`config.mk`:
```
export PLATFORM = sky130hd
export DESIGN_NAME = sdram_stream_reader
export DESIGN_NICKNAME = d
export VERILOG_FILES = /design/src/rtl/sdram_pkg.sv /design/src/rtl/sync_fifo.sv /design/src/rtl/sdram_stream_reader.sv
export SDC_FILE = /design/constraint.sdc
export NUM_CORES = 1
export LEC_CHECK = 0
export ABC_AREA = 1
export CAP_MARGIN = 20
export CORE_ASPECT_RATIO = 1.75
export CORE_MARGIN = 10
export CORE_UTILIZATION = 25
export CTS_BUF_LIST = sky130_fd_sc_hd__clkbuf_16
export DETAILED_ROUTE_END_ITERATION = 7
export GPL_TIMING_DRIVEN = 0
export RECOVER_POWER = 25
export SYNTH_ARGS = -nofsm -noshare
export SYNTH_HDL_FRONTEND = slang
export SYNTH_SLANG_ARGS = --single-unit
```
`constraint.sdc`:
```
create_clock -name ipClk -period 3.7 [get_ports ipClk]
set_input_delay 0.925 -clock ipClk [delete_from_list [all_inputs] [get_ports ipClk]]
set_output_delay 0.925 -clock ipClk [all_outputs]
set_load 0.02 [all_outputs]
```
`src/rtl/sdram_pkg.sv`:
```
// sdram_pkg: constants shared with the SDRAM controller and the stream reader state encoding
package sdram_pkg;
    localparam int SDRAM_ADDR_WIDTH = 25;
    localparam int SDRAM_DATA_WIDTH = 16;
    typedef enum logic [1:0] {Idle, Issue, Drain, Done} state_t;
endpackage

```
`src/rtl/sync_fifo.sv`:
```
// sync_fifo: single-clock show-ahead FIFO holding returned SDRAM read words
//   clk, rst          clock and asynchronous active-high reset
//   push_i, data_i    write port
//   pop_i, data_o     read port; data_o is the head word whenever empty_o is low
//   full_o, empty_o   occupancy flags
//   count_o           number of stored words
module sync_fifo #(
    parameter int DATA_WIDTH = 16,
    parameter int FIFO_DEPTH = 16
) (
    input  logic                          clk,
    input  logic                          rst,
    input  logic                          push_i,
    input  logic [DATA_WIDTH-1:0]         data_i,
    input  logic                          pop_i,
    output logic [DATA_WIDTH-1:0]         data_o,
    output logic                          full_o,
    output logic                          empty_o,
    output logic [$clog2(FIFO_DEPTH):0]   count_o
);
    localparam int AW = $clog2(FIFO_DEPTH);
    localparam int CW = AW + 1;
    logic [DATA_WIDTH-1:0] mem_q [FIFO_DEPTH];
    logic [AW-1:0] wr_q, rd_q;
    logic [CW-1:0] count_q;
    logic pop_ok;
    assign pop_ok  = pop_i & ~empty_o;
    assign empty_o = count_q == '0;
    assign full_o  = count_q == CW'(FIFO_DEPTH);
    assign count_o = count_q;
    assign data_o  = mem_q[rd_q];
    always_ff @(posedge clk)
        if (push_i) mem_q[wr_q] <= data_i;
    // Depth is a power of two, so the pointers wrap naturally.
    always_ff @(posedge clk or posedge rst) begin
        if (rst) begin
            wr_q    <= '0;
            rd_q    <= '0;
            count_q <= '0;
        end else begin
            wr_q    <= wr_q + AW'(push_i);
            rd_q    <= rd_q + AW'(pop_ok);
            count_q <= count_q + CW'(push_i) - CW'(pop_ok);
        end
    end
endmodule

```
`src/rtl/sdram_stream_reader.sv`:
```
// sdram_stream_reader: Avalon-MM read master streaming a block of SDRAM words out through a FIFO
//   ipClk, ipReset                          clock, asynchronous active-high reset
//   ipStart, ipBaseAddress, ipLength        transfer request (sampled in Idle)
//   opBusy, opDone                          transfer status
//   opAddress, opRead, ipWaitRequest        Avalon read command
//   ipReadData, ipReadDataValid             Avalon read response
//   opData, opValid, ipReady                output stream (FIFO head, show-ahead)
module sdram_stream_reader
    import sdram_pkg::*;
#(
    parameter int ADDR_WIDTH = SDRAM_ADDR_WIDTH,
    parameter int DATA_WIDTH = SDRAM_DATA_WIDTH,
    parameter int FIFO_DEPTH = 16
) (
    input  logic                  ipClk,
    input  logic                  ipReset,
    input  logic                  ipStart,
    input  logic [ADDR_WIDTH-1:0] ipBaseAddress,
    input  logic [ADDR_WIDTH-1:0] ipLength,
    output logic                  opBusy,
    output logic                  opDone,
    output logic [ADDR_WIDTH-1:0] opAddress,
    output logic                  opRead,
    input  logic                  ipWaitRequest,
    input  logic [DATA_WIDTH-1:0] ipReadData,
    input  logic                  ipReadDataValid,
    output logic [DATA_WIDTH-1:0] opData,
    output logic                  opValid,
    input  logic                  ipReady
);
    localparam int CW = $clog2(FIFO_DEPTH) + 1;
    localparam logic [CW:0] DEPTH = (CW + 1)'(FIFO_DEPTH);
    state_t state_q;
    logic [ADDR_WIDTH-1:0] addr_q, remaining_q, remaining_d;
    logic [CW-1:0] pending_q, pending_d, fifo_count, fifo_count_d;
    logic read_q, busy_q, done_q;
    logic accept, push, pop, credit_ok, fifo_full, fifo_empty;
    // Responses arriving in Idle belong to a transfer cut short by reset.
    assign accept       = read_q & ~ipWaitRequest;
    assign push         = ipReadDataValid & (state_q != Idle);
    assign pop          = opValid & ipReady;
    assign pending_d    = pending_q + CW'(accept) - CW'(push);
    assign fifo_count_d = fifo_count + CW'(push) - CW'(pop);
    assign remaining_d  = remaining_q - ADDR_WIDTH'(accept);
    // Next-cycle credit: every outstanding read plus every buffered word must fit in the FIFO.
    assign credit_ok    = ({1'b0, pending_d} + {1'b0, fifo_count_d}) < DEPTH;
    assign opAddress    = addr_q;
    assign opRead       = read_q;
    assign opBusy       = busy_q;
    assign opDone       = done_q;
    assign opValid      = ~fifo_empty;
    always_ff @(posedge ipClk or posedge ipReset) begin
        if (ipReset) begin
            state_q     <= Idle;
            addr_q      <= '0;
            remaining_q <= '0;
            pending_q   <= '0;
            read_q      <= 1'b0;
            busy_q      <= 1'b0;
            done_q      <= 1'b0;
        end else begin
            pending_q <= pending_d;
            done_q    <= 1'b0;
            case (state_q)
                Idle: if (ipStart) begin
                    addr_q      <= ipBaseAddress;
                    remaining_q <= ipLength;
                    busy_q      <= 1'b1;
                    read_q      <= ipLength != '0;
                    state_q     <= ipLength == '0 ? Done : Issue;
                end
                Issue: begin
                    addr_q      <= addr_q + ADDR_WIDTH'(accept);
                    remaining_q <= remaining_d;
                    // A stalled request is held until the controller takes it.
                    read_q      <= (read_q & ipWaitRequest) | (remaining_d != '0 && credit_ok);
                    state_q     <= remaining_d == '0 ? Drain : Issue;
                end
                Drain: state_q <= (pending_q == '0 && fifo_empty) ? Done : Drain;
                Done: begin
                    done_q  <= 1'b1;
                    busy_q  <= 1'b0;
                    state_q <= Idle;
                end
                default: state_q <= Idle;
            endcase
        end
    end
    sync_fifo #(
        .DATA_WIDTH (DATA_WIDTH),
        .FIFO_DEPTH (FIFO_DEPTH)
    ) u_fifo (
        .clk     (ipClk),
        .rst     (ipReset),
        .push_i  (push),
        .data_i  (ipReadData),
        .pop_i   (pop),
        .data_o  (opData),
        .full_o  (fifo_full),
        .empty_o (fifo_empty),
        .count_o (fifo_count)
    );
    assert property (@(posedge ipClk) disable iff (ipReset) !(push && fifo_full));
endmodule

```
==> metrics.txt <==
status=finished with violations; failing checks=max-capacitance violations, max-slew violations; kind of end point of the critical path=output pin; Syn Nets=1,508; Synth top area share=50.29%; Via density=4.830; worst endpoint required time=2.77 ns; Worst Setup Path Type=flip-flop to output pin; maximum vdd drop=0.5557 mV; GR Util All Layers=13.68%; fill count=6,199; slew of the pin with the lowest slew margin=1.636 ns; Hold Vio Cnt, Final=0; I/O pin count=117; Port Buffers=116; Slew HR=-9.072%; DPL Wire Length=37,290 um; cell taking the most area after synthesis=edfxtp_1; Initial DRT Pass Iterations=5; root buf cell=clkbuf_16; leakage power=7.143 nW; YS warnings=0; largest net degree at the start of global routing=57; Syn Std Cell Area=15,290 um^2; final-report setup violation count=0; global-route wire length before repair=74,060 um; CTS Hold Bufs=0; Initial Utilization=25.29%; Hold Path Class=flip-flop to flip-flop; Final #Nets=1,672; Seq/Total Area, Yosys=62.24%; Final ANT Viol Nets=0; Clock transition at path regs=0.06 ns; placer congestion estimate=0.9213; pwr dens=822.1 nW/um^2; CTS sink cnt=329; Syn Inst Count=1,416; Avg Cell Area, Syn=10.80 um^2; die height=347.1 um; H-tree Lvls=1; wirelength, routed=50,170 um; final hold slack=0.5249 ns; setup ws final=0.01428 ns; Num CTS Buffers=31; core area=60,450 um^2; site row count=119; post-route minimum period=3.686 ns; clk_lat worst skew=0.58 ns; Crit Path Max Fanout=10; routed vias=11,549; Area Overhead vs Synth=23.01%; max_cap viols=1; CTS tree=done; final slew viol count=57; vias in the first global route=12,070; commonest non-fill, non-tap cell in the layout=edfxtp_1; total grt overflow=0; WL per Instance=20.98 um; final cycle utilization of the critical path=99.61%; Netlist cell types=43; Max Fclk=0.2713 GHz; CP Launch Type=flip-flop; Place WS=-0.3274 ns; number of remaining DRC errors=0; Critical Path AT=2.76 ns; Detailed Route Iter0 Violations=813; layout cell share with drive strength beyond 1=9.975%; final worst clock skew=0.01293 ns; CTS Buffer Depth=3; most frequent cells in the layout=edfxtp_1 (256), nand2_1 (203), inv_1 (163); Die ar.=71,820 um^2; DIE WIDTH=206.9 um; largest cells by area after synthesis=edfxtp_1 (50%), dfrtp_1 (12%), nand2_1 (5.0%), mux2i_1 (4.2%), inv_1 (3.9%); RSZ-0062 raised after global routing=yes; Yosys reg bits=329; initial antenna violation count=1
power breakdown:
| group | switching [mW] | total, mW | leakage [nW] | internal, mW |
|---|---|---|---|---|
| Sequential | 0.535 | 5.19 | 3.18 | 4.66 |
| Clock | 1.45 | 3.12 | 0.479 | 1.67 |
| Combinational | 4.75 | 7.15 | 3.49 | 2.40 |
| Total | 6.73 | 15.5 | 7.14 | 8.73 |
layer usage:
| layer | up-vias | wire (um) | GRT usage, % |
|---|---|---|---|
| met4 | 0 | 3405 | 8.825 |
| met1 | 5642 | 16920 | 13.50 |
| met3 | 148 | 2886 | 2.350 |
| met5 | - | 0 | 0 |
| li1 | 5316 | - | - |
| met2 | 443 | 26950 | 25.45 |
stage by stage:
stage / utilization [%] / TNS, ns / instance area, um^2 / total power [mW] / std cells
finish: 31.10 / 0 / 18800 / 15.46 / 2391
floorplan: - / 0 / 15290 / 9.431 / 1416
CTS: 31.12 / -0.07857 / 18810 / 15.53 / 2390
global placement: 28.83 / -63.10 / 17430 / 12.23 / 2318
detailed placement: 29.45 / -1.694 / 17800 / 12.43 / 2334
global route: 31.10 / -0.02046 / 18800 / 16.37 / 2390
cells in the mapped netlist, drive strengths merged:
library cell,count
edfxtp,256
nand2,207
inv,169
nor2,131
o21ai,93
a21oi,85
o211ai,78
dfrtp,73
nand3,67
mux2i,64
clkbuf,36
buf,26
xor2,22
ha,19
nand4,18
nor3,17
o221ai,17
nor4,7
o22ai,5
a211oi,4
o311ai,4
xnor2,4
and2,3
or2,3
clkinv,2
a211o,1
a221o,1
fa,1
nor3b,1
o21bai,1
o31ai,1
kinds of logic after synthesis:
group | count (synthesis) | synth area share [%]
DFF | 329 | 62.24
xor gates and xnor gates | 26 | 1.490
AOI/OAI and AO/OA | 290 | 11.48
buffers and inverters | 233 | 5.877
muxes | 64 | 4.191
and+or+nand+nor | 454 | 13.03
adders and majority gates | 20 | 1.686
sequential cells by signal (all words and copies together) (netlist names):
name and count:
u_fifo.mem_q 256, opAddress 25, remaining_q 25, pending_q 5
u_fifo.count_o 5, u_fifo.rd_q 4, u_fifo.wr_q 4, state_q 2
opBusy 1, opDone 1, opRead 1
path summary, 6_finish.rpt:
path,cells past startpoint,endpoint,startpoint,slack (ns)
min in group asynchronous,2,opAddress[2],ipReset,0.94
hold / removal,2,u_fifo.wr_q[0],u_fifo.wr_q[0],0.52
setup / recovery,6,opData[5],u_fifo.rd_q[1],0.01
setup reg to reg,18,opRead,state_q[0],0.45
max in group asynchronous,3,remaining_q[18],ipReset,0.69
hold reg to reg,2,u_fifo.wr_q[0],u_fifo.wr_q[0],0.52
cell type report:
| type | count | area, um^2 | share of cell area, % |
|---|---|---|---|
| Antenna cell | 1 | 2.502 | 0.01331 |
| Buffer | 61 | 315.3 | 1.677 |
| Clock buffer | 31 | 775.7 | 4.126 |
| Clock inverter | 26 | 190.2 | 1.011 |
| Inverter | 171 | 644.4 | 3.427 |
| Multi-Input combinational cell | 854 | 4932 | 26.23 |
| Sequential cell | 329 | 9514 | 50.60 |
| Tap cell | 786 | 983.4 | 5.230 |
| Timing Repair Buffer | 132 | 1445 | 7.686 |
critical path: stages (launching register included):
cell             delay, ns
dfrtp_1               0.41
inv_2                 0.19
clkbuf_1              0.53
o211ai_1              0.31
o211ai_1              0.25
nand2_2               0.19
clkdlybuf4s15_2       0.30
repair_timing:
action,CTS,global route
resized for setup,67,12
setup buffers,0,0
hold endpoints to repair,0,0
endpoints found under the setup margin,16,7
pin swaps,6,3
Note: power is estimated with default switching activity, not from simulation.
